`config.mk`:
```
export PLATFORM = sky130hd
export DESIGN_NAME = pwm_shadow_loader
export DESIGN_NICKNAME = d
export VERILOG_FILES = /design/src/rtl/pwm_shadow_loader.sv
export SDC_FILE = /design/constraint.sdc
export NUM_CORES = 2
export LEC_CHECK = 0
export ABC_AREA = 1
export CAP_MARGIN = 20
export CORE_MARGIN = 10
export CORE_UTILIZATION = 25
export CTS_CLUSTER_SIZE = 14
export DETAILED_ROUTE_END_ITERATION = 12
export PLACE_DENSITY = 0.53
export SYNTH_ARGS = -nofsm -noshare
export SYNTH_HDL_FRONTEND = slang
export SYNTH_SLANG_ARGS = --single-unit
```
`constraint.sdc`:
```
create_clock -name clk -period 5.1 [get_ports clk]
set_input_delay 0.765 -clock clk [delete_from_list [all_inputs] [get_ports clk]]
set_output_delay 0.765 -clock clk [all_outputs]
set_load 0.02 [all_outputs]
```
`src/rtl/pwm_shadow_loader.sv`:
```
// pwm_shadow_loader: double-buffered per-channel PWM config, shadow -> active on armed maskevent rising edge.
// Optional macro PWMSHADOW_FORCE_EN adds force_load to load every armed channel at once.
module pwm_shadow_loader #(
    parameter int PWM_WIDTH      = 8,
    parameter int PWMCOUNT_WIDTH = 16,
    parameter int DTCOUNT_WIDTH  = 8
) (
    input  logic                                clk,
    input  logic                                reset,
    input  logic                                wr_valid,
    output logic                                wr_ready,
    input  logic [$clog2(PWM_WIDTH)-1:0]        wr_chan,
    input  logic [1:0]                          wr_sel,
    input  logic [PWMCOUNT_WIDTH-1:0]           wr_data,
    input  logic                                commit_valid,
    input  logic [PWM_WIDTH-1:0]                commit_mask,
    output logic                                commit_ready,
    input  logic [PWM_WIDTH-1:0]                maskevent_x,
`ifdef PWMSHADOW_FORCE_EN
    input  logic                                force_load,
`endif
    output logic [PWM_WIDTH*PWMCOUNT_WIDTH-1:0] period_x,
    output logic [PWM_WIDTH*PWMCOUNT_WIDTH-1:0] compare_x,
    output logic [PWM_WIDTH*PWMCOUNT_WIDTH-1:0] initcarr_x,
    output logic [PWM_WIDTH*DTCOUNT_WIDTH-1:0]  dtime_A_x,
    output logic [PWM_WIDTH*DTCOUNT_WIDTH-1:0]  dtime_B_x,
    output logic [PWM_WIDTH-1:0]                pending,
    output logic [PWM_WIDTH-1:0]                load_done
);
    localparam int CW = $clog2(PWM_WIDTH);
    localparam int PC = PWMCOUNT_WIDTH;
    localparam int DT = DTCOUNT_WIDTH;

    typedef enum logic {IDLE, ARMED} state_t;

    logic [PWM_WIDTH-1:0] ev_prev, rise;
    logic                 wr_fire, commit_fire, frc;

`ifdef PWMSHADOW_FORCE_EN
    assign frc = force_load;
`else
    assign frc = 1'b0;
`endif

    // Handshakes are held low while reset is asserted.
    assign commit_ready = reset;
    assign wr_ready     = reset && !pending[wr_chan];
    assign wr_fire      = wr_valid && wr_ready;
    assign commit_fire  = commit_valid && commit_ready;
    assign rise         = maskevent_x & ~ev_prev;

    always_ff @(posedge clk or negedge reset) begin
        if (!reset) ev_prev <= '0;
        else        ev_prev <= maskevent_x;
    end

    for (genvar g = 0; g < PWM_WIDTH; g++) begin : ch
        state_t        state_q, state_d;
        logic [PC-1:0] sh_period, sh_compare, sh_initcarr;
        logic [PC-1:0] act_period, act_compare, act_initcarr;
        logic [DT-1:0] sh_dta, sh_dtb, act_dta, act_dtb;
        logic          wr_hit, load, done_q;

        assign wr_hit = wr_fire && wr_chan == CW'(g);
        assign load   = state_q == ARMED && (rise[g] || frc);

        // Armed channels ignore commit bits; an idle channel never loads in its arming cycle.
        always_comb begin
            state_d = (state_q == ARMED) ? (load ? IDLE : ARMED)
                                         : ((commit_fire && commit_mask[g]) ? ARMED : IDLE);
        end

        always_ff @(posedge clk or negedge reset) begin
            if (!reset) begin
                state_q      <= IDLE;
                done_q       <= 1'b0;
                sh_period    <= '0;
                sh_compare   <= '0;
                sh_initcarr  <= '0;
                sh_dta       <= '0;
                sh_dtb       <= '0;
                act_period   <= '0;
                act_compare  <= '0;
                act_initcarr <= '0;
                act_dta      <= '0;
                act_dtb      <= '0;
            end else begin
                state_q <= state_d;
                done_q  <= load;
                if (wr_hit && wr_sel == 2'd0) sh_period   <= wr_data;
                if (wr_hit && wr_sel == 2'd1) sh_compare  <= wr_data;
                if (wr_hit && wr_sel == 2'd2) sh_initcarr <= wr_data;
                if (wr_hit && wr_sel == 2'd3) begin
                    sh_dta <= wr_data[DT-1:0];
                    sh_dtb <= wr_data[2*DT-1:DT];
                end
                if (load) begin
                    act_period   <= sh_period;
                    act_compare  <= sh_compare;
                    act_initcarr <= sh_initcarr;
                    act_dta      <= sh_dta;
                    act_dtb      <= sh_dtb;
                end
            end
        end

        assign pending[g]              = state_q == ARMED;
        assign load_done[g]            = done_q;
        assign period_x[PC*g +: PC]    = act_period;
        assign compare_x[PC*g +: PC]   = act_compare;
        assign initcarr_x[PC*g +: PC]  = act_initcarr;
        assign dtime_A_x[DT*g +: DT]   = act_dta;
        assign dtime_B_x[DT*g +: DT]   = act_dtb;
    end
endmodule

```
==> flow_summary_export.csv <==
group,metric,value,unit
synthesis,synth_xor_area_share,0,%
cts,cts.sinks,1048,
critical_path,required,4.34,ns
global_route,grt_max_degree,165,
timing,period_share,81.1,%
die,initial_utilization,25.1,%
run,drv_cap,0,
synthesis,yosysTopAreaCellShare,63.4,%
global_route,first_global_vias,33220,
timing,maxSlewViolCount,0,
cts,path_clk_slew,0.06,ns
cts,clockBufferDepth,3,
cts,cts_tree,"yes",
power_and_ir_drop,ir_worst_vdd,0.264,mV
power_and_ir_drop,powerDensity,471,nW/µm²
routing,ant_nets,0,
synthesis,synth-compound-area-share,0.0968,%
cts,cts_made_buffers,119,
synthesis,ys_seq_area_share,63.4,%
synthesis,synth_area_leader_cell,"dfrtp_1",
routing,avgRoutedWirePerCell,22.8,µm
global_route,antenna_found_initial,6,
synthesis,synth_area_leaders,"dfrtp_1 (63%), nand2_1 (24%), nand4_1 (7.9%)",
cells_and_area,layout_commonest_cell,"nand2_1",
placed_design,pre_cts_slack,0.876,ns
critical_path,path_class,"input pin to output port",
timing,tightest_slew,1.05,ns
timing,min_period,4.14,ns
cells_and_area,fin_nets,5072,
global_route,grt_pass1_wl,241,mm
critical_path,cp.arrival,3.37,ns
global_route,grt_overflow,0,
routing,drt_iter0_markers,3064,
die,dieArea,182000,µm²
cts,clock-root-buffer,"clkbuf_16",
routing,drtPass1Iterations,5,
placed_design,io_buffers,570,
synthesis,synth_mux_area_share,0,%
die,fp-row-count,149,
cells_and_area,final_cell_mix,"nand2_1 (2,600), dfrtp_1 (1,048), clkdlybuf4s50_1 (552)",
synthesis,synth_cells,4628,
critical_path,cpPeakStageDelay,0.79,ns
critical_path,slowest_stage,"clkdlybuf4s50_1",
routing,vias_per_cell,4.63,
timing,maxSlewHeadroom,30.1,%
routing,route.detailed.drc,0,
timing,fmax,0.242,GHz
timing,setup_viol,0,
die,core_area,165000,µm²
die,die_h,427,µm
timing,rsz0062_at_grt,"false",
cts,cts_hold_buf,1,
synthesis,synthSimpleGateAreaFrac,32.4,%
die,io_pins,571,
critical_path,crit_top_cell,"nand2_1",
synthesis,syn-cell-area,41400,µm²
synthesis,ys_ff_latch,1048,
cts,ctsResizeCount,0,
synthesis,yosys_warnings,0,
critical_path,rr_endpoint,"ch[7].sh_dta[3]",
timing,hold_ws,0.442,ns
cts,post_cts_buffers,0,
die,die_x,427,µm
critical_path,critPathLaunchType,"input pin",
critical_path,path_cells,"clkdlybuf4s50_1 -> inv_1 -> nand2_1 -> nand2_1 -> nand2_1 -> nand2_1 -> nand2_1 -> nand2_1 -> nor2_4 -> clkdlybuf4s50_1",
timing,finalSetupTns,0,ns
outcome,status,"complete, no violations",
synthesis,synth_top_family_by_area,"simple AND/OR/NAND/NOR gates",
global_route,grt.total_usage,17.7,%
critical_path,cp-end-kind,"output port",
critical_path,cp_max_fo,10,
timing,finalHoldViolCount,0,
synthesis,synthAdderAreaFrac,0,%
cells_and_area,drive_gt1_share,6.84,%
timing,finalClockSkew,0.0652,ns
cts,clk_latency,0.78,ns
critical_path,endpoint,"wr_ready",
timing,worst_slack,0.962,ns
placed_design,gp_congestion,0.776,
routing,wl,167,mm
cells_and_area,syn_to_final_growth,28.5,%
power_and_ir_drop,power.leakage,27.6,nW
critical_path,rr_worst_depth,11,
synthesis,synth_nets,4669,
critical_path,critPathLaunch,"wr_chan[0]",
cells_and_area,num-fill-cells,17164,
hold_path,hp-class,"register to register",
routing,vias,33914,
critical_path,reg2reg_slack,2.15,ns
synthesis,syn_area_per_cell,8.94,µm²
placed_design,place.detailed.hpwl,104,mm
cts,cts_max_level,3,
critical_path,worstReg2RegStart,"ch[2].state_q",
synthesis,synthDistinctLibCells,15,
[routing by layer]
metal / up-vias / GRT usage [%] / routed length, µm
met4: 0 / 7.67 / 7280
met1: 17037 / 21.8 / 68000
met2: 938 / 30.5 / 83800
li1: 15678 / - / -
met5: - / 0 / 0
met3: 261 / 2.91 / 7980
[state kept, by name, summed over array words and instances, names as in the netlist]
name / count
ch.act_dta: 64
ch.act_period: 128
ch.done_q: 8
ch.act_dtb: 64
ch.state_q: 8
ev_prev: 8
ch.sh_dtb: 64
ch.act_initcarr: 128
ch.sh_compare: 128
ch.sh_initcarr: 128
ch.act_compare: 128
ch.sh_dta: 64
ch.sh_period: 128
[cells in the mapped netlist]
cell type / n
nand2_1: 2600
dfrtp_1: 1048
nand4_1: 521
clkbuf_1: 260
buf_2: 77
nand4_2: 23
buf_4: 21
buf_1: 19
inv_1: 19
nor2_1: 16
inv_2: 9
a21oi_1: 8
nor2_2: 4
nor3_1: 2
nand3_1: 1
[cell type report]
cell class                 instances  area, µm²  area share [%]
clock inverter                    49        649            1.22
inverter                          28        110           0.207
sequential                      1048      26200            49.3
tap                             2189       2740            5.15
timing repair buffer             659       6440            12.1
antenna                            3       7.51          0.0141
clock buffer                     173       3420            6.43
multi-input combinational       3175      13600            25.6
[per-stage QoR]
step / cells / instance area, µm² / total power [mW] / utilization (%)
after floorplan: 4628 / 41400 / 13.1 / -
after global placement: 7098 / 49100 / 16.3 / 29.8
after detailed placement: 7098 / 49100 / 16.4 / 29.8
after CTS: 7321 / 53200 / 25.4 / 32.3
after global routing: 7324 / 53200 / 26.2 / 32.3
final: 7324 / 53200 / 25.1 / 32.3
[cells by family (layout without fill, tap and decap cells)]
| family | Yosys count | count (layout) |
|---|---|---|
| AOI/OAI and AO/OA | 8 | 8 |
| and+or+nand+nor | 3167 | 3167 |
| other | 0 | 3 |
| DFF | 1048 | 1048 |
| buffers and inverters | 405 | 909 |
[critical path: cells and delay by family]
| family | cells | cell delay [ns] |
|---|---|---|
| buf+inv | 3 | 1.75 |
| simple gates | 7 | 0.82 |
[power by group]
part / switching (mW) / internal [mW] / total, mW
registers: 1.09 / 9.68 / 10.8
clock network: 3.77 / 5.15 / 8.91
logic: 3.31 / 2.07 / 5.37
[how the worst min path moves through the flow]
stage | slack (ns) | cells past startpoint | end | start
after global routing | 0.43 | 1 | ev_prev[2] | maskevent_x[2]
after detailed placement | 0.46 | 2 | ch[2].act_period[5] | ch[2].act_period[5]
after CTS | 0.38 | 1 | ev_prev[7] | maskevent_x[7]
final | 0.44 | 2 | ch[6].act_initcarr[1] | ch[6].sh_initcarr[1]
after global placement | 0.45 | 2 | ch[3].sh_period[1] | ch[3].sh_period[1]
after floorplan | 0.44 | 2 | ch[0].sh_compare[0] | ch[0].sh_compare[0]
Power figures use the tool's default switching activity.
